`config.mk`:
```
export PLATFORM = sky130hd
export DESIGN_NAME = alu_arbiter
export DESIGN_NICKNAME = d
export VERILOG_FILES = /design/src/rtl/alu_arbiter.sv
export SDC_FILE = /design/constraint.sdc
export NUM_CORES = 1
export LEC_CHECK = 0
export CAP_MARGIN = 30
export CELL_PAD_IN_SITES_DETAIL_PLACEMENT = 1
export CELL_PAD_IN_SITES_GLOBAL_PLACEMENT = 1
export CORE_ASPECT_RATIO = 0.75
export CORE_MARGIN = 2
export CORE_UTILIZATION = 30
export CTS_BUF_LIST = sky130_fd_sc_hd__clkbuf_4 sky130_fd_sc_hd__clkbuf_8 sky130_fd_sc_hd__clkbuf_16
export DETAILED_ROUTE_END_ITERATION = 6
export GPL_ROUTABILITY_DRIVEN = 0
export PLACE_DENSITY_LB_ADDON = 0.1
export SYNTH_ARGS = -nofsm -noshare
export SYNTH_HDL_FRONTEND = slang
export SYNTH_SLANG_ARGS = --single-unit
```
`constraint.sdc`:
```
create_clock -name clk -period 2.3 [get_ports clk]
set_input_delay 0.345 -clock clk [delete_from_list [all_inputs] [get_ports clk]]
set_output_delay 0.345 -clock clk [all_outputs]
set_load 0.05 [all_outputs]
```
`src/rtl/alu_arbiter.sv`:
```
// Two-requester front end for a shared combinational ALU: grants one request at a time,
// holds the operands for the ALU, registers the result and presents it until it is accepted.
module alu_arbiter #(
  parameter logic FIRST_GRANT = 1'b0
) (
  input  logic       clk,
  input  logic       rst_n,
  input  logic [1:0] req_valid,
  output logic [1:0] req_ready,
  input  logic [9:0] req_a,
  input  logic [9:0] req_b,
  input  logic [3:0] req_op,
  output logic [4:0] alu_a,
  output logic [4:0] alu_b,
  output logic [1:0] alu_opcode,
  input  logic [4:0] alu_result,
  input  logic       alu_overflow,
  input  logic       alu_illegal,
  output logic       rsp_valid,
  input  logic       rsp_ready,
  output logic       rsp_id,
  output logic [4:0] rsp_result,
  output logic       rsp_overflow,
  output logic       rsp_illegal,
  output logic       busy,
  output logic [3:0] illegal_cnt
);

  typedef enum logic [1:0] {IDLE, EXEC, RESP} state_e;

  state_e     state_q, state_d;
  logic       last_grant_q;
  logic [4:0] a_q, b_q;
  logic [1:0] op_q;
  logic       id_q;
  logic       rsp_id_q, rsp_ovf_q, rsp_ill_q;
  logic [4:0] rsp_res_q;
  logic [3:0] ill_cnt_q;

  logic       gnt_id;
  logic       xfer;
  logic       rsp_accept;

  function automatic logic [3:0] sat_inc(input logic [3:0] v);
    return (v == 4'hF) ? v : v + 4'd1;
  endfunction

  // Alternate on contention; a lone requester always wins.
  always_comb begin
    gnt_id = 1'b0;
    unique case (req_valid)
      2'b01:   gnt_id = 1'b0;
      2'b10:   gnt_id = 1'b1;
      2'b11:   gnt_id = ~last_grant_q;
      default: gnt_id = 1'b0;
    endcase
  end

  // Ready is gated by rst_n so it drops the moment reset asserts.
  assign xfer       = rst_n && (state_q == IDLE) && (|req_valid);
  assign req_ready  = xfer ? (gnt_id ? 2'b10 : 2'b01) : 2'b00;
  assign rsp_accept = (state_q == RESP) && rsp_ready;

  always_comb begin
    state_d = state_q;
    unique case (state_q)
      IDLE:    if (|req_valid) state_d = EXEC;
      EXEC:    state_d = RESP;
      RESP:    if (rsp_ready) state_d = IDLE;
      default: state_d = IDLE;
    endcase
  end

  // Stage 0: request capture into the operand registers
  always_ff @(posedge clk or negedge rst_n) begin
    if (!rst_n) begin
      state_q      <= IDLE;
      last_grant_q <= ~FIRST_GRANT;
      a_q          <= '0;
      b_q          <= '0;
      op_q         <= '0;
      id_q         <= 1'b0;
    end else begin
      state_q <= state_d;
      if (xfer) begin
        last_grant_q <= gnt_id;
        id_q         <= gnt_id;
        a_q          <= gnt_id ? req_a[9:5] : req_a[4:0];
        b_q          <= gnt_id ? req_b[9:5] : req_b[4:0];
        op_q         <= gnt_id ? req_op[3:2] : req_op[1:0];
      end
    end
  end

  // Stage 1: ALU result capture and response bookkeeping
  always_ff @(posedge clk or negedge rst_n) begin
    if (!rst_n) begin
      rsp_id_q  <= 1'b0;
      rsp_res_q <= '0;
      rsp_ovf_q <= 1'b0;
      rsp_ill_q <= 1'b0;
      ill_cnt_q <= '0;
    end else begin
      if (state_q == EXEC) begin
        rsp_id_q  <= id_q;
        rsp_res_q <= alu_result;
        rsp_ovf_q <= alu_overflow;
        rsp_ill_q <= alu_illegal;
      end
      if (rsp_accept && rsp_ill_q) ill_cnt_q <= sat_inc(ill_cnt_q);
    end
  end

  assign alu_a        = a_q;
  assign alu_b        = b_q;
  assign alu_opcode   = op_q;
  assign rsp_valid    = (state_q == RESP);
  assign rsp_id       = rsp_id_q;
  assign rsp_result   = rsp_res_q;
  assign rsp_overflow = rsp_ovf_q;
  assign rsp_illegal  = rsp_ill_q;
  assign busy         = (state_q != IDLE);
  assign illegal_cnt  = ill_cnt_q;

endmodule

```
Word-level counts from Yosys, hierarchy flattened
Cells that the tools add are included.
{"block": "totals", "ff_bits": 28, "inputBits": 36, "out_inout_bits": 28}
{"block": "op_classes", "muxes": 9, "reduce_logical": 9, "addsub": 1, "n_eq_ne": 7, "n_bitwise": 2}
{"op": "2-to-1 mux 2 bit", "count": 5}
{"op": "2-to-1 mux 5 bit", "count": 2}
{"op": "equality test 2 bit (second input constant)", "count": 3}
{"op": "case mux 2 bit (3 select lines)", "count": 1}
{"op": "adder 4 x 1 -> 4 bit (second input constant)", "count": 1}
{"op": "equality test 4 bit (second input constant)", "count": 1}
{"op": "logical AND 1 bit", "count": 4}
{"op": "inequality test 2 x 1 -> 1 bit (second input constant)", "count": 2}
{"op": "AND reduction 2 bit", "count": 2}
{"op": "equality test 2 x 1 -> 1 bit (second input constant)", "count": 1}
{"op": "zero test 2 bit", "count": 1}
{"op": "inverter 1 bit", "count": 2}
{"op": "case mux 1 bit (2 select lines)", "count": 1}
{"op": "nonzero test 2 bit", "count": 1}
{"op": "OR reduction 2 bit", "count": 1}

Longest topological paths before layout
Gate-level depths: netlist of the first run.
{"block": "depth", "word_depth": 4, "mapped_depth": 4}

Least setup slack after synthesis of the first run
No wires, ideal clock.
{"block": "synth_timing", "path_kind": "reg-to-output", "start": "register state_q[1]", "end": "output port req_ready[0]", "t_arrival_ps": 1949, "n_path_buf": 1, "required_ps": 1955, "path_slack_ps": 6, "stages_incl_launch_ff": 5, "path_cell_list": "dfrtp_1 or2_4 nor3b_4 buf_6 nor2b_1"}
{"block": "synth_via", "elab_chain_cells": 4}
{"item": "from (decl)", "line": "31", "text": "state_e state_q, state_d;"}
{"item": "from (signal assigned)", "line": "84", "text": "state_q <= state_d;"}
{"item": "zero test 2 bit", "line": "60", "text": "assign xfer = rst_n && (state_q == IDLE) && (|req_valid);"}
{"item": "logical AND 1 bit (2 in series)", "line": "60"}
{"item": "2-to-1 mux 2 bit", "line": "61", "text": "assign req_ready = xfer ? (gnt_id ? 2'b10 : 2'b01) : 2'b00;"}
{"item": "to (decl)", "line": "9", "text": "output logic [1:0] req_ready,"}
Every way passes these cells.

Worst setup path in the final report of the first run
{"block": "layout_timing", "start": "register state_q[0]", "end": "output port rsp_valid"}
{"block": "layout_via", "elab_chain_cells": 1}
{"item": "equality test 2 bit", "line": "117", "text": "assign rsp_valid = (state_q == RESP);"}
{"item": "to (decl)", "line": "19", "text": "output logic rsp_valid,"}
Every way passes these cells.

==> results of run 1 <==
## worst max-delay path, delay by kind of cell (launching register included)
kind	cells	cell delay [ns]
flops	1	0.42
buf+inv	2	0.85
simple gates	1	0.24
## kinds of logic (layout without fill, tap and decap cells)
kind of cell / after synthesis / in the layout
flip-flops: 28 / 28
XOR/XNOR: 1 / 1
buffers and inverters: 4 / 71
AO/OA/AOI/OAI: 4 / 4
adder cells (fa/ha/maj): 1 / 1
multiplexers: 36 / 36
AND/OR/NAND/NOR: 14 / 14
## sequential cells by signal, indices dropped and copies added, names as in the netlist, 2 cells and up
signal	flops
rsp_result	5
state_q	2
alu_opcode	2
alu_b	5
illegal_cnt	4
alu_a	5
## routing by layer
layer	part of all wire (%)	wire length [um]	vias up	GRT usage (%)
li1	-	-	449	-
met1	41	1150	460	14.14
met2	49	1373	37	21.91
met3	9.6	272	5	6.399
met4	0.82	23	0	3.695
met5	0	0	-	0
## power by group through the flow
stage / clock network, uW / logic (uW) / registers [uW]
floorplan: 0 / 554 / 1620
global placement: 0 / 1910 / 887
detailed placement: 0 / 1930 / 908
CTS: 321 / 1940 / 901
global route: 339 / 2000 / 931
finish: 296 / 1910 / 894
## cell type report
cell class              instances  area share (%)
clock buffers                   4           2.678
inverters                       1          0.1826
multi-input cells              56           26.90
flip-flops and latches         28           34.14
well taps                      55           3.348
repair buffers                 66           32.75
## path summary, 6_finish.rpt
check                           slack (ns)            end     startpoint  cells after the start
worst max-delay path                  0.17      rsp_valid     state_q[0]                      3
worst min register to register        0.51  rsp_result[1]  rsp_result[1]                      1
worst max register to register        0.70       alu_b[0]     state_q[0]                      4
worst min-delay path                  0.51  alu_opcode[1]          rst_n                      2
min in group clk                      0.51  rsp_result[1]  rsp_result[1]                      1
max in group asynchronous             1.48   last_grant_q          rst_n                      2
## stage by stage
stage | setup slack, ns | total power, uW | cells | util [%]
final | 0.1678 | 3101 | 210 | 50.40
after global routing | 0.09805 | 3269 | 210 | 50.40
after CTS | 0.1575 | 3158 | 210 | 50.40
after detailed placement | 0.3303 | 2840 | 206 | 49.05
after global placement | 0.3679 | 2799 | 206 | 49.05
after floorplan | 0.006214 | 2177 | 88 | -
## cells in the mapped netlist, drive strengths merged
master  number  area, um^2
xnor2        1       8.760
nor2         2       7.510
and2         1       6.260
nand2        1       3.750
clkbuf       1       3.750
o21ai        1       5.000
buf          2       16.26
a21boi       1       11.26
dfstp        1       26.28
and4b        1       10.01
nand2b       2       12.51
inv          1       3.750
nor2b        2       12.51
a21oi        1       5.000
dfrtp       27       675.7
or2          1       8.760
ha           1       12.51
a31oi        1       6.260
nand4        1       6.260
mux2        36       405.4
or2b         1       7.510
nor3b        1       18.77
nand3        1       5.000
==> reports/results.tsv, run 1 <==
stage	metric	value	unit
clock_network	hold-fix buffer count after cts	0	
clock_network	CTS root buf	clkbuf_8	
layout	commonest non-fill, non-tap cell in the layout	clkdlybuf4s50_1	
grt	largest net degree at the start of global routing	29	
routing	first-pass iteration count of the detailed router	2	
clock_network	worst-case clock buffer depth	2	
timing	Final Critical Period	2.132	ns
clock_network	H-tree levels	1	
timing	RSZ-0062 raised after global routing	no	
floorplan	chip width	79.39	um
place	IO buf count	63	
floorplan	Initial Util	31.35	%
routing	WL final	2819	um
worst_setup_path	CP arrival	1.79	ns
worst_setup_path	max incr delay on CP	0.79	ns
grt	first-pass GRT wire length	4595	um
layout	Post-Layout Inst Area	2056	um^2
clock_network	Worst-Skew Late Latency	0.27	ns
yosys	Yosys reg bits	28	
worst_setup_path	Crit Path Category	reg2out	
place	Area after DPL	2001	um^2
floorplan	I/O pin count	64	
worst_setup_path	CP Max Fanout	4	
power	Net Sw Frac	46.27	%
power	Clock power frac	9.5	%
routing	# DRC	0	
timing	Final period util	92.71	%
status	run status	finished, final reports clean	
yosys	Synth Instances	88	
timing	Slew headroom	65.34	%
flow_run	max-cap violation count	0	
grt	gr ovfl total	0	
grt	GRT Total Usage	12.69	%
yosys	post-synth net total	125	
routing	DRT iter0 DRCs	4	
yosys	largest family of logic cells by synthesized area	multiplexers	
power	Sw Pwr	1435	uW
timing	Final Hold Vio Count	0	
layout	n_diodes	0	
routing	vias per inst	4.529	
clock_network	TritonCTS clock tree	built	
clock_network	post-CTS sizing	0	
layout	synthesis-to-finish area growth	60.76	%
yosys	count of cell types in the netlist	24	
routing	via count	951	
hold_path	Hold/Removal Path Class	in2async	
yosys	synthesized cell area	1279	um^2
layout	most frequent cells in the layout	clkdlybuf4s50_1, mux2_2, dfrtp_1	
yosys	Syn Area/Cell	14.53	um^2
yosys	mux cell area share after synthesis	31.70	%
timing	max-slew violations	0	
layout	area of the multi-input gates	553.0	um^2
timing	Final Skew	0.004528	ns
yosys	xor and xnor area share after synthesis	0.6849	%
clock_network	Inserted Clock Buffers	3	
grt	initial antenna violation count	0	
power	Internal	1666	uW
floorplan	chip height	60.54	um
clock_network	post-CTS setup buffers	0	
floorplan	CORE AREA	4079	um^2
power	Worst VDD drop	615.4	uV
worst_setup_path	startpoint types	register	
layout	storage element area	701.9	um^2
routing	DR WL/cell	13.42	um
power	Cell Pwr Density	1508	nW/um^2
yosys	Synth Area in Simple Gates	7.730	%
layout	NumNets Final	193	
grt	vias in the first global route	1008	
routing	Final ANT Viol Nets	0	
power	sequential power share	28.8	%
yosys	Post-Synth Adder-Cell Area	0.9785	%
timing	Final setup viols	0	
yosys	compound-gate portion of the synthesized area	2.153	%
worst_setup_path	slowest cell on the critical path	clkdlybuf4s50_1	
timing	Setup Total Neg Slack	0	ns
floorplan	FP Rows	20	
layout	fraction of layout cells with a size suffix above 1	31.61	%
worst_setup_path	Worst Path Required	1.96	ns
yosys	post-synthesis sequential area ratio	54.89	%
place	post-DP HPWL	2176	um
layout	number of fillers in the final layout	413	
timing	FMAX	469.0	MHz
worst_setup_path	CP Cell Sequence	or2b_1 > inv_1 > clkdlybuf4s50_1	
clock_network	clock-pin slew on the worst setup and hold paths	0.09	ns
floorplan	full die area	4806	um^2
yosys	yosys warns	0	
power	Gate power share	61.6	%
timing	Fin Hold WS	0.5097	ns
power	Pleak	0.0008364	uW
worst_setup_path	CP endpoint kind	output pin	
clock_network	Sink Count	28	
timing	worst slew pin tran	0.5183	ns
Power figures use the tool's default switching activity.
==> run 2, diff against run 1 <==
--- a/config.mk
+++ b/config.mk
@@ -10,11 +10,12 @@
 export CELL_PAD_IN_SITES_GLOBAL_PLACEMENT = 1
 export CORE_ASPECT_RATIO = 0.75
 export CORE_MARGIN = 2
-export CORE_UTILIZATION = 30
-export CTS_BUF_LIST = sky130_fd_sc_hd__clkbuf_4 sky130_fd_sc_hd__clkbuf_8 sky130_fd_sc_hd__clkbuf_16
+export CORE_UTILIZATION = 31
+export CTS_BUF_LIST = sky130_fd_sc_hd__clkbuf_4 sky130_fd_sc_hd__clkbuf_8
 export DETAILED_ROUTE_END_ITERATION = 6
 export GPL_ROUTABILITY_DRIVEN = 0
 export PLACE_DENSITY_LB_ADDON = 0.1
+export SLEW_MARGIN = 20
 export SYNTH_ARGS = -nofsm -noshare
 export SYNTH_HDL_FRONTEND = slang
 export SYNTH_SLANG_ARGS = --single-unit
==> reports/results.tsv, run 2 (synthesis gave the netlist of run 1 again) <==
stage	metric	value	unit	change
layout	synthesis-to-finish area growth	61.94	%	
layout	NumNets Final	195		+1.0%
timing	final setup margin	0.1524	ns	-0.01539 ns
layout	n_diodes	0		unchanged
routing	DRT iter0 DRCs	9		+5
routing	via count	963		+1.3%
timing	worst slew pin tran	0.5149	ns	-0.003391 ns
place	dpl ws	0.3332	ns	+0.002891 ns
power	Worst VDD drop	757.3	uV	+23%
worst_setup_path	CP Max Fanout	4		unchanged
grt	gr ovfl total	0		unchanged
layout	most frequent cells in the layout	clkdlybuf4s50_1, mux2_2, dfrtp_1		
power	Internal	1676	uW	+0.61%
grt	initial antenna violation count	0		unchanged
power	Pleak	0.0008466	uW	+1.2%
floorplan	chip width	78.16	um	-1.5%
worst_setup_path	Crit Path Category	reg2out		
clock_network	Inserted Clock Buffers	3		unchanged
grt	GRT Total Usage	14.35	%	+1.7 points
flow_run	max-cap violation count	0		unchanged
grt	vias in the first global route	1063		+5.5%
floorplan	full die area	4660	um^2	-3.0%
floorplan	Initial Util	31.94	%	+0.59 points
power	Net Sw Frac	46.36	%	+0.092 points
power	Gate power share	62.0	%	+0.4 points
power	Sw Pwr	1449	uW	+0.98%
worst_setup_path	slowest cell on the critical path	clkdlybuf4s50_1		
worst_setup_path	Worst Path Required	1.96	ns	about the same
routing	first-pass iteration count of the detailed router	2		unchanged
routing	WL final	3057	um	+8.4%
clock_network	TritonCTS clock tree	built		
layout	Core Util, Final	51.72	%	+1.3 points
timing	Final Critical Period	2.148	ns	+0.01539 ns
clock_network	clock-pin slew on the worst setup and hold paths	0.09	ns	about the same
timing	RSZ-0062 raised after global routing	no		
clock_network	post-CTS sizing	0		unchanged
layout	commonest non-fill, non-tap cell in the layout	clkdlybuf4s50_1		
floorplan	I/O pin count	64		unchanged
worst_setup_path	top cell family by delay on the critical path	buffers and inverters		
clock_network	post-CTS setup buffers	0		unchanged
floorplan	chip height	59.62	um	-1.5%
clock_network	H-tree levels	1		unchanged
clock_network	CTS root buf	clkbuf_8		
routing	DR WL/cell	14.42	um	+7.4%
timing	Final Hold Vio Count	0		unchanged
layout	fraction of layout cells with a size suffix above 1	32.48	%	+0.87 points
timing	FMAX	465.6	MHz	-0.72%
worst_setup_path	CP endpoint kind	output pin		
power	Cell Pwr Density	1509	nW/um^2	about the same
clock_network	Sink Count	28		unchanged
clock_network	worst-case clock buffer depth	2		unchanged
power	sequential power share	28.5	%	-0.3 points
grt	first-pass GRT wire length	5002	um	+8.9%
routing	Final ANT Viol Nets	0		unchanged
timing	Final Skew	0.002129	ns	-0.002399 ns
floorplan	FP Rows	20		unchanged
power	Clock power frac	9.5	%	about the same
timing	Final setup viols	0		unchanged
layout	number of fillers in the final layout	423		+2.4%
place	post-DP HPWL	2425	um	+11%
floorplan	CORE AREA	4004	um^2	-1.8%
timing	max-slew violations	0		unchanged
timing	Final period util	93.37	%	+0.67 points
clock_network	hold-fix buffer count after cts	0		unchanged
place	IO buf count	63		unchanged
timing	Fin Hold WS	0.5032	ns	-0.006517 ns
timing	Setup Total Neg Slack	0	ns	unchanged
grt	largest net degree at the start of global routing	29		unchanged
worst_setup_path	startpoint types	register		
worst_setup_path	CP arrival	1.80	ns	about the same
hold_path	Hold/Removal Path Class	in2async		
worst_setup_path	max incr delay on CP	0.79	ns	about the same
clock_network	Worst-Skew Late Latency	0.27	ns	about the same
worst_setup_path	worst path bufs/invs	2		unchanged
routing	vias per inst	4.542		+0.31%
routing	# DRC	0		unchanged
timing	Slew headroom	65.57	%	+0.23 points
worst_setup_path	CP Cell Sequence	or2b_1 > inv_1 > clkdlybuf4s50_1		
status	run status	finished, final reports clean		
## run 2: metrics by stage
step / cells / total power, uW / cell area (um^2)
6_report: 212 / 3125 / 2071
5_1_grt: 212 / 3289 / 2071
4_1_cts: 212 / 3179 / 2071
3_5_place_dp: 208 / 2865 / 2016
3_3_place_gp: 208 / 2812 / 2016
2_1_floorplan: 88 / 2177 / 1279
## run 2: layout make-up
cell class / count / area [um^2] / area share (%)
clock buffer: 4 / 55.05 / 2.659
inverter: 1 / 3.754 / 0.1813
multi-input combinational: 56 / 553.0 / 26.71
sequential: 28 / 701.9 / 33.90
tap: 55 / 68.82 / 3.323
timing repair buffer: 68 / 688.2 / 33.23
## run 2: per-layer routing
metal	track usage (%)	part of all wire, %	routed length (um)	up-vias
met4	3.759	0.52	16	0
li1	-	-	-	451
met3	4.726	6.0	182	2
met5	0	0	0	-
met2	26.60	54	1659	30
met1	16.17	39	1198	480
## run 2: path summary, 6_finish.rpt
check	slack [ns]	cells past startpoint	start	to
max	0.15	3	state_q[0]	rsp_valid
min	0.50	2	rst_n	alu_b[2]
max reg2reg	0.71	4	state_q[1]	alu_b[2]
min reg2reg	0.51	1	rsp_id	rsp_id
max in group asynchronous	1.49	2	rst_n	last_grant_q
min in group clk	0.51	1	rsp_id	rsp_id
## run 2: worst reg2reg max path: cells and delay by family, from the launching register on
family | cells | cell delay (ns)
AND/OR/NAND/NOR | 2 | 0.49
multiplexers | 1 | 0.36
flip-flops | 1 | 0.41
buffers and inverters | 1 | 0.23
## run 2: power groups by stage
stage / registers, uW / clock network [uW] / logic [uW]
detailed placement: 905 / 0 / 1960
global placement: 887 / 0 / 1920
floorplan: 1620 / 0 / 554
CTS: 899 / 316 / 1960
global route: 929 / 334 / 2030
finish: 892 / 297 / 1940
